--- config.mk ---
export PLATFORM = sky130hd
export DESIGN_NAME = nanov_spi_fetch
export DESIGN_NICKNAME = d
export VERILOG_FILES = /design/src/rtl/nanov_spi_fetch.sv
export SDC_FILE = /design/constraint.sdc
export NUM_CORES = 1
export LEC_CHECK = 0
export ABC_AREA = 1
export CAP_MARGIN = 25
export CORE_ASPECT_RATIO = 0.7
export CORE_MARGIN = 2
export CORE_UTILIZATION = 59
export CTS_CLUSTER_DIAMETER = 80
export DETAILED_ROUTE_END_ITERATION = 8
export GPL_TIMING_DRIVEN = 0
export HOLD_SLACK_MARGIN = 0.1
export PLACE_DENSITY = 0.88
export SYNTH_ARGS = -nofsm -noshare
export SYNTH_HDL_FRONTEND = slang
export SYNTH_SLANG_ARGS = --single-unit
--- constraint.sdc ---
create_clock -name clk -period 3.9 [get_ports clk]
set_input_delay 0.585 -clock clk [delete_from_list [all_inputs] [get_ports clk]]
set_output_delay 0.585 -clock clk [all_outputs]
set_load 0.03 [all_outputs]
--- src/rtl/nanov_spi_fetch.sv ---
// SPI NOR instruction fetcher: sends a read command plus address, then streams
// little-endian 32-bit words to a consumer, pausing the SPI clock while it stalls.
//
// state  | meaning
// -------+---------------------------------------------------------------
// IDLE   | after reset, SPI idle, waiting for the first start
// CMD    | shifting READ_CMD out on spi_mosi
// ADDR   | shifting the fetch address out on spi_mosi
// DATA   | shifting instruction bits in from spi_miso (continuous read)
// STALL  | completed word buffered, consumer busy, spi_clk_out held low
// DESEL  | two-cycle chip-select release before a restarted command
module nanov_spi_fetch #(
    parameter int         ADDR_BITS = 24,
    parameter logic [7:0] READ_CMD  = 8'h03
) (
    input  logic                 clk,
    input  logic                 rstn,
    input  logic                 start,
    input  logic [ADDR_BITS-1:0] start_addr,
    input  logic                 next,
    output logic [31:0]          instr,
    output logic                 instr_valid,
    output logic [ADDR_BITS-1:0] instr_addr,
    output logic                 busy,
    output logic                 spi_select,
    output logic                 spi_clk_out,
    output logic                 spi_mosi,
    input  logic                 spi_miso
);

    localparam int MAXB = (ADDR_BITS > 32) ? ADDR_BITS : 32;
    localparam int CW   = $clog2(MAXB);

    typedef enum logic [2:0] {
        S_IDLE, S_CMD, S_ADDR, S_DATA, S_STALL, S_DESEL
    } state_t;

    state_t                state, state_nxt;
    logic                  phase;
    logic [CW-1:0]         bit_left;
    logic                  desel_cnt;
    logic [ADDR_BITS-1:0]  fetch_addr;
    logic [31:0]           shreg;
    logic [31:0]           sh_next;
    logic [31:0]           word_buf;
    logic                  pend;
    logic                  shifting;
    logic                  bit_end;
    logic                  word_done;
    logic                  xfer;

    assign shifting  = (state == S_CMD) || (state == S_ADDR) || (state == S_DATA);
    assign bit_end   = shifting && phase && (bit_left == '0);
    assign word_done = (state == S_DATA) && bit_end;
    assign sh_next   = {shreg[30:0], spi_miso};

    // The transfer decision is taken one cycle after the last bit, during the
    // low phase of the next word's first bit; STALL then parks before its high phase.
    assign xfer = !start && pend &&
                  (((state == S_DATA) && (!instr_valid || next)) ||
                   ((state == S_STALL) && next));

    always_ff @(posedge clk or negedge rstn) begin
        if (!rstn) begin
            state <= S_IDLE;
        end else begin
            state <= state_nxt;
        end
    end

    always_comb begin
        state_nxt = state;
        if (start) begin
            state_nxt = (state == S_IDLE) ? S_CMD : S_DESEL;
        end else begin
            case (state)
                S_CMD:   if (bit_end) state_nxt = S_ADDR;
                S_ADDR:  if (bit_end) state_nxt = S_DATA;
                S_DATA:  if (pend && !xfer) state_nxt = S_STALL;
                S_STALL: if (next) state_nxt = S_DATA;
                S_DESEL: if (desel_cnt == 1'b0) state_nxt = S_CMD;
                default: state_nxt = state;
            endcase
        end
    end

    always_comb begin
        busy        = (state != S_IDLE);
        spi_select  = !(shifting || (state == S_STALL));
        spi_clk_out = shifting && phase;
        spi_mosi    = 1'b0;
        case (state)
            S_CMD:   spi_mosi = READ_CMD[bit_left[2:0]];
            S_ADDR:  spi_mosi = fetch_addr[bit_left];
            default: spi_mosi = 1'b0;
        endcase
    end

    always_ff @(posedge clk or negedge rstn) begin
        if (!rstn) begin
            phase       <= 1'b0;
            bit_left    <= '0;
            desel_cnt   <= 1'b0;
            fetch_addr  <= '0;
            shreg       <= '0;
            word_buf    <= '0;
            pend        <= 1'b0;
            instr       <= '0;
            instr_valid <= 1'b0;
            instr_addr  <= '0;
        end else if (start) begin
            fetch_addr  <= {start_addr[ADDR_BITS-1:2], 2'b00};
            instr_valid <= 1'b0;
            pend        <= 1'b0;
            phase       <= 1'b0;
            bit_left    <= CW'(7);
            desel_cnt   <= 1'b1;
        end else begin
            case (state)
                S_CMD, S_ADDR, S_DATA: begin
                    phase <= ~phase;
                    if (phase) begin
                        if (bit_left != '0)
                            bit_left <= bit_left - 1'b1;
                        else if (state == S_CMD)
                            bit_left <= CW'(ADDR_BITS - 1);
                        else
                            bit_left <= CW'(31);
                    end
                    if ((state == S_DATA) && phase)
                        shreg <= sh_next;
                    // first byte on the wire is the least significant byte
                    if (word_done) begin
                        word_buf <= {sh_next[7:0], sh_next[15:8],
                                     sh_next[23:16], sh_next[31:24]};
                        pend     <= 1'b1;
                    end
                end
                S_DESEL: desel_cnt <= 1'b0;
                default: ;
            endcase
            if (xfer) begin
                instr       <= word_buf;
                instr_addr  <= fetch_addr;
                fetch_addr  <= fetch_addr + ADDR_BITS'(4);
                instr_valid <= 1'b1;
                pend        <= 1'b0;
            end else if (next && instr_valid) begin
                instr_valid <= 1'b0;
            end
        end
    end

endmodule
==> run metrics, run 1 <==
launching element of the worst setup path=bit_left[0]; worst setup path end=spi_mosi; Netlist Area Pre-Place=6870 sq um; area of the placeable core=11200 sq um; initial antenna violation count=0; Critical Path End Type=output pin; Setup CP Type=register to output pin; Syn. warnings=0; Iteration-0 DRC Markers=648; Static Leakage=4.20 nW; sequential area share after synthesis=55.0%; Crit Reg-Reg Endpoint=state[1]; met3 Usage GRT=9.49%; total detailed-routing wirelength=17.9 mm; # setup viols final=0; via count of the first global-routing pass=5700; Worst Setup Start Kind=register; Yosys reg bits=151; later-pin clock latency in the skew report=0.42 ns; post-detail-place hpwl=12.3 mm; most frequent cell after synthesis=sky130_fd_sc_hd__nand2_1; internal portion of total power=2.94 mW; number of buffers on the longest clock path=2; arrival time at the worst endpoint=2.66 ns; clock network fraction of design power=37.1%; total clock buffers created by CTS=17; sequential cell fraction of total power=44.6%; global routing usage on met2=43.7%; number of port buffers=84; Avg Inst Size Synth=8.25 sq um; clock input transition at the sequential cells of the worst setup and hold paths=0.07 ns; Final period util=83.2%; Worst Max-Slew Pin Slew=0.641 ns; CTS hold repair buffers=0; maximum number of pins on one net before global-route repair=103; number of gates given a new drive strength after cts=0; share of power burned in combinational logic=18.3%; share of synthesized flip-flops with an asynchronous set or reset=100%; Area Overhead vs Synth=23.9%; total placed instance area=7940 sq um; final weighted congestion of routability-driven global placement=0.993; post-CTS setup buffer count=0; worst reg2reg setup slack=1.63 ns; cell count after placement=1072; post-layout instance area=8510 sq um; Total Routing Usage GR=30.8%; Switch Pwr=1.41 mW; RSZ-0062 raised after global routing=false; maximum fanout count along the critical path=11; # rows=32; number of max-slew violations in the final report=0; remaining antenna violation count after routing=0; met1 track demand over resource in global routing=46.3%; total inserted antenna cells=0; gate count of the mapped netlist=833; Max-Slew Margin vs Limit=57.3%; Max Clock Freq=308 MHz; die width=133 microns; number of standard cells in the final layout excluding fillers=1104; EDFF count, synth=0; Die Area=12500 sq um; aggregate global routing overflow=0; ratio of cells with drive above 1 in the final layout=9.25%; Max IR drop VDD=346 uV; effective utilization at floorplan=61.5%; switching power share of the total=32.3%; number of max-cap violations=0; Most Crowded Layer GR=met1; r2r worst-path depth=11; total clock sinks=151; class of the tightest hold or removal check=input port to async pin; outcome=finished clean; H-tree levels=4; cell area power density=511 nW/um^2; via count of the routed design=6068; First-pass DRT Iterations=5; IO Pins=90; proportion of netlist area held by the largest area contributor=55.0%; ranking of synthesized cells by area=sky130_fd_sc_hd__dfrtp_1, sky130_fd_sc_hd__nand2_1, sky130_fd_sc_hd__o21ai_0; count of different cell masters after synthesis=29; dominant cell type by area after synthesis=sky130_fd_sc_hd__dfrtp_1; clock skew=0.00782 ns; final routed DRC violation total=0; final hold violations=0; DR WL/cell=16.2 microns; Worst R2R Start=bit_left[0]; DR vias/cell=5.50; wire length of the first global-routing pass=29.5 mm; most instantiated cells after synthesis=sky130_fd_sc_hd__nand2_1, sky130_fd_sc_hd__dfrtp_1, sky130_fd_sc_hd__inv_1; Root Driver=sky130_fd_sc_hd__clkbuf_16; die extent in y=94.3 microns; clock tree from TritonCTS=done; critical path required time=3.31 ns; Main synth FF type=sky130_fd_sc_hd__dfrtp_1; Min Clock Period, post-route=3.25 ns; final net count=970
-- layout by cell type, fill, tap and decap left out, drive strengths merged --
master and n:
nor2 46, a22oi 1, o211a 1, clkdlybuf4s50 83, ha 3, xor2 5
nor3 2, o211ai 11, clkinv 5, clkbuf 32, a21oi 8, o21ai 101
buf 23, clkinvlp 4, and2 1, bufinv 1, nand4 5, o31ai 1
inv 87, nand3 56, nand2 322, dfrtp 151, conb 2
-- critical path, cell delays in order (launching register included) --
cell and delay [ns]:
sky130_fd_sc_hd__dfrtp_1 0.39, sky130_fd_sc_hd__inv_1 0.15, sky130_fd_sc_hd__buf_1 0.42, sky130_fd_sc_hd__nand2_1 0.11
sky130_fd_sc_hd__nand3_1 0.10, sky130_fd_sc_hd__nand3_1 0.08, sky130_fd_sc_hd__nand3_1 0.11, sky130_fd_sc_hd__nand2_1 0.05
sky130_fd_sc_hd__inv_1 0.05, sky130_fd_sc_hd__nand2_1 0.04, sky130_fd_sc_hd__nand2_1 0.08, sky130_fd_sc_hd__clkdlybuf4s50_1 0.67
-- cell families (layout without fill, tap and decap cells) --
kind of cell | Yosys count | count (layout) | share of synthesized area (%)
flip-flops | 151 | 151 | 55.0
AND/OR/NAND/NOR | 432 | 432 | 25.6
buffers and inverters | 118 | 235 | 7.43
XOR/XNOR | 5 | 5 | 0.637
AO/OA/AOI/OAI | 123 | 123 | 10.8
other | 1 | 2 | 0.0546
adder cells (fa/ha/maj) | 3 | 3 | 0.546
-- sequential cells by signal (all words and copies together), names as in the netlist --
name	cells
bit_left	5
desel_cnt	1
fetch_addr	22
instr	32
instr_addr	22
instr_valid	1
pend	1
phase	1
shreg	31
state	3
word_buf	32
-- per-stage QoR --
stage | hold WS, ns | util, % | power [mW] | TNS, ns | setup WS, ns
global route | 0.130 | 76.2 | 4.55 | 0 | 0.468
CTS | 0.104 | 76.2 | 4.35 | 0 | 0.655
floorplan | 0.289 | - | 2.46 | 0 | 1.91
global placement | 0.450 | 70.8 | 2.68 | -545.84 | -3.63
detailed placement | 0.455 | 71.0 | 2.72 | 0 | 1.14
finish | 0.0985 | 76.2 | 4.35 | 0 | 0.654
-- power groups by stage --
stage	Combinational, mW	Sequential (mW)	Clock (mW)
floorplan	0.549	1.91	0
global placement	0.736	1.95	0
detailed placement	0.772	1.95	0
CTS	0.795	1.93	1.62
global route	0.897	1.96	1.69
finish	0.796	1.94	1.61
-- layout make-up --
class | count | area (sq um)
flip-flops and latches | 151 | 3780
fillers | 773 | 2660
multi-input cells | 565 | 2580
repair buffers | 85 | 870
clock buffers | 18 | 439
inverters | 83 | 312
plain buffers | 35 | 199
well taps | 153 | 191
clock inverters | 14 | 139
-- per-layer routing --
metal  share of wire, %  up-vias  wire length, microns
met1                 47     2927                  8330
met2                 43      274                  7650
met3                9.7       23                  1730
li1                   -     2844                     -
met5                  0        -                     0
met4                1.0        0                   187
-- worst min path at each step --
stage          slack [ns]   startpoint              to  cells after the start
3_5_place_dp         0.45  word_buf[5]        instr[5]                      2
2_1_floorplan        0.29         rstn     bit_left[0]                      0
5_1_grt              0.13         rstn  fetch_addr[11]                      1
3_3_place_gp         0.45  word_buf[0]        instr[0]                      2
6_report              0.1         rstn  fetch_addr[11]                      1
4_1_cts              0.10         rstn  fetch_addr[23]                      1
Power figures use the tool's default switching activity.
==> run 2: changes to the inputs <==
Settings changed: CORE_UTILIZATION 59 to 50, PLACE_DENSITY 0.88 to 0.79.
Clock period 3.9 ns to 2.7 ns, I/O delays scaled along.
==> run 2 against run 1 <==
  * Count of clock-buffer cells in the layout grew 7
  * Via count shrank 2.1%
  * Non-clock buffer count grew 1
  * Routed wire length shrank 1.9%
  * Worst setup slack lost 0.34 ns
  * Cell area grew 0.78%
  * Power grew 45%
  * Clock skew grew 0.0022 ns
  * Register-to-register slack lost 1.1 ns
  * Critical path type unchanged
==> run metrics, run 2 (synthesis results as in run 1) <==
cell area power density=737 nW/um^2; # setup viols final=0; Critical Path End Type=output pin; Die Area=14700 sq um; critical path required time=2.30 ns; Buf+Inv Stages, Crit Path=3; r2r worst-path depth=10; registers with the most flip-flops=instr x32, word_buf x32, shreg x31; Iteration-0 DRC Markers=704; initial antenna violation count=0; via count of the routed design=5938; Hold Crit Start=start; Crit Reg-Reg Endpoint=fetch_addr[18]; Setup CP Type=register to output pin; total clock buffers created by CTS=17; switching power share of the total=30.1%; Filler Cell Count=1099; wire length of the first global-routing pass=28.5 mm; Final period util=88.5%; outcome=finished clean; final net count=971; met3 Usage GRT=8.11%; leading cell type in the layout, fill and taps excluded=sky130_fd_sc_hd__nand2_1; Max Clock Freq=419 MHz; global routing usage on met2=34.2%; Worst Setup Start Kind=register; slowest CP cell=sky130_fd_sc_hd__dfrtp_1; share of power burned in combinational logic=18.0%; internal portion of total power=4.42 mW; final hold violations=0; # rows=35; Switch Pwr=1.90 mW; largest stage delay on the critical path=0.40 ns; Post-Route Hold Slack=0.446 ns; most frequent CP cell=sky130_fd_sc_hd__nand2_1; First-pass DRT Iterations=6; effective utilization at floorplan=51.8%; die width=144 microns; ratio of cells with drive above 1 in the final layout=9.25%; total inserted antenna cells=0; Most Crowded Layer GR=met1; number of max-cap violations=0; clock skew=0.0100 ns; area of the placeable core=13300 sq um; Area Overhead vs Synth=24.9%; DR vias/cell=5.23; aggregate global routing overflow=0; number of buffers on the longest clock path=2; die extent in y=102 microns; H-tree levels=4; Final Total Pwr=6.32 mW; via count of the first global-routing pass=5390; worst reg2reg setup slack=0.55 ns; met1 track demand over resource in global routing=40.5%; launching element of the worst setup path=bit_left[0]; core utilization of the finished layout=64.7%; Max IR drop VDD=454 uV; Worst R2R Start=fetch_addr[2]; final routed DRC violation total=0; dominant delay contributor by cell family on the critical path=buffers and inverters; later-pin clock latency in the skew report=0.42 ns; Max-Slew Margin vs Limit=54.6%; post-detail-place hpwl=12.4 mm; hold worst-path end=bit_left[0]; sequential cell fraction of total power=44.2%; number of port buffers=84; leading cell types in the layout, fill and taps excluded=sky130_fd_sc_hd__nand2_1, sky130_fd_sc_hd__dfrtp_1, sky130_fd_sc_hd__clkdlybuf4s50_1; Total Routing Usage GR=25.6%; maximum number of pins on one net before global-route repair=90; Root Driver=sky130_fd_sc_hd__clkbuf_16; RSZ-0062 raised after global routing=false; class of the tightest hold or removal check=input port to register; total placed instance area=7980 sq um; total clock sinks=151; cell count after placement=1104; clock tree from TritonCTS=done; number of max-slew violations in the final report=0; clock network fraction of design power=37.8%; final weighted congestion of routability-driven global placement=0.959; Min Clock Period, post-route=2.39 ns; maximum fanout count along the critical path=11; Static Leakage=4.24 nW; DR WL/cell=15.5 microns; Critical Path, Cell by Cell=inv_1, buf_2, nand2_1, nand3_1, nand3_1, nand3_1, nand2_1, nand2_1, nand2_1, nand2_1, clkbuf_2; remaining antenna violation count after routing=0; IO Pins=90; Worst Max-Slew Pin Slew=0.682 ns; total detailed-routing wirelength=17.6 mm; number of standard cells in the final layout excluding fillers=1136; post-layout instance area=8580 sq um; arrival time at the worst endpoint=1.98 ns; clock input transition at the sequential cells of the worst setup and hold paths=0.06 ns; hold path depth=3
==> run 2: changes by cell type in the layout (fill, tap and decap cells not counted), sizes merged <==
cell / delta
clkinvlp: -3
clkdlybuf4s50: -1
bufinv: +1
inv: -6
dlygate4sd3: +1
clkbuf: +8
==> run 2: worst max path at each step <==
| stage | to | slack, ns | cells after the start |
|---|---|---|---|
| floorplan | word_buf[6] | 0.88 | 10 |
| global placement | instr_valid | -4.84 | 1 |
| detailed placement | spi_mosi | 0.12 | 11 |
| CTS | spi_mosi | 0.12 | 11 |
| global route | spi_mosi | 0.13 | 11 |
| finish | spi_mosi | 0.31 | 11 |
==> run 2: worst register-to-register path, stage by stage (launching register included) <==
cell	delay, ns
sky130_fd_sc_hd__dfrtp_1	0.46
sky130_fd_sc_hd__ha_1	0.32
sky130_fd_sc_hd__inv_1	0.08
sky130_fd_sc_hd__nor2_1	0.46
sky130_fd_sc_hd__nand2_1	0.19
sky130_fd_sc_hd__inv_1	0.10
sky130_fd_sc_hd__nand2_1	0.09
sky130_fd_sc_hd__inv_1	0.13
sky130_fd_sc_hd__nand3_1	0.09
sky130_fd_sc_hd__nand3_1	0.10
sky130_fd_sc_hd__nand2_1	0.05
==> run 2: timing repair <==
item	in CTS	in global routing
endpoints found under the setup margin	1	1
gates cloned	0	0
endpoints found under the hold margin	62	0
setup buffers	0	0
gates resized for setup	3	4
hold buffers	1	0
==> run 2: area by class of cell <==
class	count	area, sq um	share of cell area [%]
well taps	185	231	2.70
clock buffers	25	505	5.89
flip-flops and latches	151	3780	44.0
multi-input cells	565	2580	30.1
inverters	83	313	3.65
repair buffers	86	875	10.2
plain buffers	35	201	2.35
clock inverters	6	90.1	1.05
==> run 2: layer usage <==
metal	wire, microns	up-vias	part of all wire [%]
met5	0	-	0
met4	183	0	1.0
met3	1900	21	11
met2	7030	262	40
met1	8450	2802	48
li1	-	2853	-
==> run 2: stage by stage <==
step	setup WS, ns	setup TNS, ns
2_1_floorplan	0.878	0
3_3_place_gp	-4.84	-729.00
3_5_place_dp	0.116	0
4_1_cts	0.123	0
5_1_grt	0.129	0
6_report	0.311	0
==> run 2: power by group through the flow <==
stage	Clock, mW	Sequential, mW	Combinational (mW)
2_1_floorplan	0	2.76	0.793
3_3_place_gp	0	2.81	1.08
3_5_place_dp	0	2.82	1.11
4_1_cts	2.41	2.78	1.13
5_1_grt	2.51	2.83	1.29
6_report	2.39	2.79	1.14
